**src/rtl/alu_multiword_sequencer.sv**
```systemverilog
// Slices a wide ADD/XOR/AND/pass-A across an external 16-bit ALU, LSW first.
// Optional ALU_OP_COUNT_EN adds a 16-bit output-handshake counter Op_Count.
module alu_multiword_sequencer #(
   parameter int WORDS = 4
) (
   input  logic                  Clk,
   input  logic                  Rst_n,
   input  logic                  In_Valid,
   output logic                  In_Ready,
   input  logic [16*WORDS-1:0]   OpA,
   input  logic [16*WORDS-1:0]   OpB,
   input  logic [1:0]            OpSel,
   input  logic                  Cin,
   output logic [15:0]           AluA,
   output logic [15:0]           AluB,
   output logic [1:0]            AluS,
   output logic                  AluCi,
   input  logic [15:0]           AluR,
   input  logic                  AluCo,
   input  logic                  AluV,
   input  logic                  AluZ,
   output logic                  Out_Valid,
   input  logic                  Out_Ready,
   output logic [16*WORDS-1:0]   Result,
   output logic                  Co,
   output logic                  V,
   output logic                  Z,
   output logic                  Busy
`ifdef ALU_OP_COUNT_EN
   ,
   output logic [15:0]           Op_Count
`else
`endif
);

   localparam int OW = 16 * WORDS;
   localparam int IW = $clog2(WORDS);
   localparam logic [IW-1:0] LAST = IW'(WORDS - 1);

   typedef enum logic [1:0] {
      IDLE = 2'd0,
      RUN  = 2'd1,
      DONE = 2'd2
   } state_t;

   state_t           state;
   logic [IW-1:0]    idx;
   logic [OW-17:0]   a_q;
   logic [OW-17:0]   b_q;
   logic [1:0]       op_q;
   logic             z_acc;
   logic             is_add;
   logic             accept;

   assign In_Ready = (state == IDLE) | ((state == DONE) & Out_Ready);
   assign accept   = In_Valid & In_Ready;
   assign is_add   = (op_q == 2'b00);

   // ALU drive is registered: the next slice is staged on the edge that
   // consumes the current one, so AluCi carries the just-registered AluCo.
   always_ff @(posedge Clk) begin
      if (!Rst_n) begin
         state     <= IDLE;
         idx       <= '0;
         a_q       <= '0;
         b_q       <= '0;
         op_q      <= 2'b00;
         z_acc     <= 1'b0;
         AluA      <= '0;
         AluB      <= '0;
         AluS      <= 2'b00;
         AluCi     <= 1'b0;
         Result    <= '0;
         Co        <= 1'b0;
         V         <= 1'b0;
         Z         <= 1'b0;
         Out_Valid <= 1'b0;
         Busy      <= 1'b0;
      end else begin
         unique case (state)
            IDLE: ;
            RUN: begin
               Result[{idx, 4'h0} +: 16] <= AluR;
               z_acc <= z_acc & AluZ;
               if (idx == LAST) begin
                  Co        <= is_add & AluCo;
                  V         <= is_add & AluV;
                  Z         <= z_acc & AluZ;
                  Out_Valid <= 1'b1;
                  Busy      <= 1'b0;
                  state     <= DONE;
                  AluA      <= '0;
                  AluB      <= '0;
                  AluS      <= 2'b00;
                  AluCi     <= 1'b0;
               end else begin
                  idx   <= idx + 1'b1;
                  AluA  <= a_q[15:0];
                  AluB  <= b_q[15:0];
                  AluCi <= is_add & AluCo;
                  a_q   <= a_q >> 16;
                  b_q   <= b_q >> 16;
               end
            end
            DONE: begin
               if (Out_Ready) begin
                  Out_Valid <= 1'b0;
                  state     <= IDLE;
               end
            end
            default: state <= IDLE;
         endcase

         if (accept) begin
            state <= RUN;
            idx   <= '0;
            op_q  <= OpSel;
            a_q   <= OpA[OW-1:16];
            b_q   <= OpB[OW-1:16];
            z_acc <= 1'b1;
            Busy  <= 1'b1;
            AluA  <= OpA[15:0];
            AluB  <= OpB[15:0];
            AluS  <= OpSel;
            AluCi <= (OpSel == 2'b00) & Cin;
         end
      end
   end

`ifdef ALU_OP_COUNT_EN
   always_ff @(posedge Clk) begin
      if (!Rst_n)
         Op_Count <= '0;
      else if (Out_Valid & Out_Ready)
         Op_Count <= Op_Count + 16'd1;
   end
`else
`endif

endmodule

```
**config.mk**
```make
export PLATFORM = sky130hd
export DESIGN_NAME = alu_multiword_sequencer
export DESIGN_NICKNAME = d
export VERILOG_FILES = /design/src/rtl/alu_multiword_sequencer.sv
export SDC_FILE = /design/constraint.sdc
export NUM_CORES = 1
export LEC_CHECK = 0
export CAP_MARGIN = 25
export CORE_ASPECT_RATIO = 0.75
export CORE_MARGIN = 3
export CORE_UTILIZATION = 42
export DETAILED_ROUTE_END_ITERATION = 12
export PLACE_DENSITY = 0.88
export SLEW_MARGIN = 20
export SYNTH_ARGS = -nofsm -noshare
export SYNTH_HDL_FRONTEND = slang
export SYNTH_SLANG_ARGS = --single-unit
export TNS_END_PERCENT = 50
```
**constraint.sdc**
```tcl
create_clock -name Clk -period 1.96 [get_ports Clk]
set_input_delay 0.392 -clock Clk [delete_from_list [all_inputs] [get_ports Clk]]
set_output_delay 0.392 -clock Clk [all_outputs]
set_load 0.02 [all_outputs]
```
Word level (Yosys, flattened, before mapping)
Index checks and enable logic that the tools add are counted.
W data, S select, Z words.
{"block": "word_totals", "regBits": 207, "inputBits": 154}
{"block": "classes", "addsub": 2, "eq_ne": 9, "n_shift": 2, "mux": 31, "bitwise_logic": 10, "n_reduce_logical": 14}
{"cell": "$mux W48", "n": 6}
{"cell": "$mux W16", "n": 6}
{"cell": "$bwmux W64", "n": 1}
{"cell": "$shift A16 B8 Y64 const A", "n": 1}
{"cell": "$shiftx A16 B8 Y64", "n": 1}
{"cell": "$mux W1", "n": 11}
{"cell": "$mux W2", "n": 5}
{"cell": "$reduce_and A3 Y1", "n": 3}
{"cell": "$ne A2 B2 Y1 const B", "n": 4}
{"cell": "$neg A6 Y8", "n": 1}
{"cell": "$reduce_and A2 Y1", "n": 4}
{"cell": "$and A1 B1 Y1", "n": 6}
{"cell": "$logic_not A2 Y1", "n": 3}
{"cell": "$ne A3 B3 Y1 const B", "n": 2}
{"cell": "$pmux W2 S3", "n": 1}
{"cell": "$reduce_bool A2 Y1", "n": 3}
{"cell": "$eq A2 B2 Y1 const B", "n": 2}
{"cell": "$not A1 Y1", "n": 3}
{"cell": "$add A2 B1 Y2 const B", "n": 1}
{"cell": "$eq A2 B1 Y1 const B", "n": 1}
{"cell": "$pmux W1 S2", "n": 1}
{"cell": "$reduce_or A2 Y1", "n": 1}
{"cell": "$or A1 B1 Y1", "n": 1}

Logic depth before layout (Yosys ltp)
Gate-level depths: netlist (run 1).
{"block": "depth", "depth_word": 6, "mapped_depth": 8, "mapped_depth_nobuf": 6}

Worst setup path after synthesis (run 1)
OpenSTA, ideal clock, no wires.
{"block": "synth_timing", "kind": "register -> register", "startpoint": "register idx[0]", "endpoint": "register Result[38]", "setup_time_ns": 0.065, "arrival_time_ns": 1.969, "required_ns": 1.895, "slack_ns": -0.074, "path_stages_with_launch": 9, "n_path_buf": 2, "path_cell_list": "dfxtp_1 > clkbuf_1 > inv_1 > ha_1 > nand4bb_1 > nor3b_2 > buf_2 > a22oi_1 > nor2b_1"}
{"block": "synth_via", "elab_chain_len": 3, "elab_cells_between_ends": 4}
{"item": "start, declared", "line_no": "47", "rtl": "logic [IW-1:0] idx;"}
{"item": "start signal, assigned", "line_no": "97", "rtl": "idx <= idx + 1'b1;"}
{"item": "$neg A6 Y8 *", "line_no": "83", "rtl": "Result[{idx, 4'h0} +: 16] <= AluR;"}
{"item": "$shiftx A16 B8 Y64 or $shift A16 B8 Y64 (tied branches)", "line_no": "83"}
{"item": "$bwmux W64 *", "line_no": "83"}
{"item": "end signal, assigned by index", "line_no": "83"}
{"item": "end, declared", "line_no": "24", "rtl": "output logic [16*WORDS-1:0] Result,"}
Every way passes the cells marked *; elsewhere a longest branch is shown, timed or not.
A chain may end at the register's enable or synchronous reset.

Worst setup path in the final report (run 1)
{"block": "layout_timing", "startpoint": "register AluB[15]", "endpoint": "output port AluB[15]"}
{"item": "start, declared", "line_no": "15", "rtl": "output logic [15:0] AluB,"}
{"item": "start signal, assigned", "line_no": "99", "rtl": "AluB <= b_q[15:0];"}
{"item": "start signal, assigned", "line_no": "123", "rtl": "AluB <= OpB[15:0];"}
No word-level cell between the ends.

==> results of run 1 <==
==> cells by family after synthesis <==
family	Yosys count
buf+inv	75
compound gates	272
xor+xnor	1
simple gates	240
fa+ha+maj	6
mux	1
flops	207
==> synthesized netlist by cell type, types with 2 or more instances <==
master	n	area share, %
a222oi_1	32	4.0
nand2b_1	2	0.16
a22oi_1	160	15
nand3_1	2	0.12
a21boi_1	64	6.0
buf_2	18	1.1
o21ai_0	3	0.19
nand4_1	3	0.23
dfxtp_1	207	52
nand2_1	84	3.9
nor2b_1	133	10
a21boi_0	9	0.84
nor2_1	4	0.19
clkbuf_1	40	1.9
nor4_2	2	0.31
ha_1	6	0.93
inv_1	2	0.093
and2_1	2	0.16
buf_4	15	1.4
==> through the flow <==
step / util (%) / setup TNS, ps / setup WS [ps] / instance area (sq um) / std cells
2_1_floorplan: - / 0 / 32.4 / 8040 / 802
3_3_place_gp: 59.7 / -1610 / -149 / 11100 / 1276
3_5_place_dp: 59.7 / -8500 / -224 / 11100 / 1276
4_1_cts: 63.5 / 0 / 57.3 / 11800 / 1310
5_1_grt: 63.6 / 0 / 35.7 / 11800 / 1311
6_report: 63.6 / 0 / 69.4 / 11800 / 1311
==> state kept, by name, summed over array words and instances, names as in the netlist, 2 cells and up <==
register,count
AluA,16
AluB,16
AluS,2
Result,64
a_q,48
b_q,48
idx,2
op_q,2
state,2
==> layout make-up <==
type                       instances  area [sq um]
clock buffer                      29           606
fill                            1488          6780
sequential                       207          4150
multi-input combinational        520          3570
antenna                            1          2.50
timing repair buffer             300          3090
clock inverter                     5           100
inverter                           2          7.51
tap                              247           309
==> path summary, 6_finish.rpt <==
path	slack (ps)	start	cells past startpoint	endpoint
max	70	AluB[15]	1	AluB[15]
min	360	Rst_n	2	AluB[4]
max reg2reg	170	state[0]	6	AluB[6]
min reg2reg	450	b_q[22]	2	b_q[22]
==> layer usage <==
| metal | track usage, % | vias up | share of wire, % |
|---|---|---|---|
| met3 | 5.30 | 60 | 8.1 |
| met5 | 0 | - | 0 |
| met4 | 8.12 | 0 | 3.5 |
| met2 | 33.9 | 283 | 45 |
| met1 | 29.5 | 3475 | 44 |
| li1 | - | 3424 | - |
==> power breakdown <==
group / internal, mW / leakage, nW / total (mW) / switching [mW]
clock network: 2.53 / 0.349 / 4.13 / 1.60
logic: 0.812 / 2.07 / 1.50 / 0.686
registers: 4.42 / 1.69 / 4.55 / 0.125
total: 7.77 / 4.11 / 10.2 / 2.41
==> what timing repair did <==
action | 4_1_cts | 5_1_grt
gates resized for setup | 1 | 3
endpoints found under the setup margin | 1 | 11
hold buffers | 0 | 0
pin swaps | 0 | 1
==> results.py, run 1 <==
metrics = {
    "logic_synthesis": {
        "synthXorXnorAreaFrac_pct": 0.109,
        "synth_edf_count": 0,
        "yosys_warnings": 0,
        "synthArstFlopShare_pct": 0,
        "synth.avg_cell_area_sq_um": 10.0,
        "synth_top_family_by_area": "compound AO/OA/AOI/OAI gates",
        "synth.distinct_cells": 33,
        "syn_nets": 962,
        "synth_compound_area_share_pct": 26.4,
        "syn_area_sq_um": 8040,
        "synthMuxAreaShare_pct": 0.124,
        "synthCells": 802,
        "synthFlopType": "dfxtp_1",
        "synth_simple_gate_area_share_pct": 16.4,
        "ys_seq_area_share_pct": 51.5,
        "ys_seq_elements": 207,
        "synthAdderAreaFrac_pct": 0.934,
    },
    "status": {
        "outcome": "completed",
    },
    "cts": {
        "clock_latency_ps": 490,
        "postCtsSetupRepairBufs": 0,
        "numCtsBuffers": 20,
        "clk_path_buf_depth": 3,
        "cts.clk_slew.worst_paths_ps": 60,
        "htreeDepth": 1,
        "cts-root-buf": "clkbuf_16",
        "cts_tree": "built",
        "cts.sinks": 207,
    },
    "global_route": {
        "grt.overflow.total": 0,
        "track_usage_pct": 21.7,
        "grt_max_degree": 55,
        "grt_pass1_vias": 7059,
        "grt_pass1_wl_mm": 37.8,
        "antenna_found_initial": 1,
    },
    "placement": {
        "dp.final_hpwl_mm": 16.6,
        "portBuffers": 258,
        "place.gp.congestion": 0.824,
    },
    "sta": {
        "timing.fmax_ghz": 0.529,
        "fin_hold_ws_ps": 362,
        "grt_setup_unrepaired": "false",
        "setup_violations": 0,
        "worst_pin_slew_ps": 398,
        "fin_crit_sh_pct": 96.5,
        "clock_skew_ps": 7.69,
        "finalHoldViolations": 0,
        "layout_min_cycle_time_ps": 1890,
        "max_slew_margin_pct": 73.5,
        "slew_viol_final": 0,
    },
    "worst_setup_path": {
        "path_max_fanout": 2,
        "crit_buf_inv": 1,
        "slowest_delay_ps": 690,
        "path_cells": "clkdlybuf4s50_1",
        "required_ps": 1570,
        "cp.arrival_ps": 1500,
        "slowest_stage": "clkdlybuf4s50_1",
        "critical_path.startpoint_type": "register",
        "critPathTopFamily": "buffers and inverters",
        "cp-end-kind": "output pin",
        "path_class": "register to output pin",
    },
    "drt": {
        "drt_iter0_markers": 726,
        "viasPerCell": 5.52,
        "post_drt_wl_per_cell_um": 18.2,
        "drc": 0,
        "dr_total_vias": 7242,
        "ant_nets": 0,
        "first_pass_iters": 7,
        "routed_wl_mm": 23.8,
    },
    "floorplan": {
        "ios": 259,
        "die_h_um": 126,
        "core_area_sq_um": 18600,
        "dieArea_sq_um": 20900,
        "start_util_pct": 43.2,
        "rows": 43,
        "die_x_um": 166,
    },
    "final_layout": {
        "mostFrequentLayoutCells": "256 x clkdlybuf4s50_1, 205 x dfxtp_1, 160 x a22oi_1, 133 x nor2b_1, 84 x nand2_1",
        "syn_to_final_growth_pct": 47.3,
        "layout_commonest_cell": "clkdlybuf4s50_1",
        "final_nets": 1211,
        "drive_above_1_share_pct": 8.18,
    },
    "worst_hold_path": {
        "hold_path.class": "input pin to register",
    },
    "power_and_ir_drop": {
        "power_leakage_nw": 4.11,
        "power_density_nw_per_um2": 859,
        "p_total_mw": 10.2,
        "vdd_drop_max_v": 0.000557,
    },
    "flow_run": {
        "maxCapViolCount": 0,
    },
}
No activity file was read; power rests on OpenSTA's default activity.
==> run 2, diff against run 1 <==
--- a/config.mk
+++ b/config.mk
@@ -5,11 +5,12 @@
 export SDC_FILE = /design/constraint.sdc
 export NUM_CORES = 1
 export LEC_CHECK = 0
-export CAP_MARGIN = 25
+export CAP_MARGIN = 20
 export CORE_ASPECT_RATIO = 0.75
 export CORE_MARGIN = 3
 export CORE_UTILIZATION = 42
 export DETAILED_ROUTE_END_ITERATION = 12
+export GPL_ROUTABILITY_DRIVEN = 0
 export PLACE_DENSITY = 0.88
 export SLEW_MARGIN = 20
 export SYNTH_ARGS = -nofsm -noshare
==> results of run 2 <==
Final layout, timing and power as in run 1 (identical DEF).
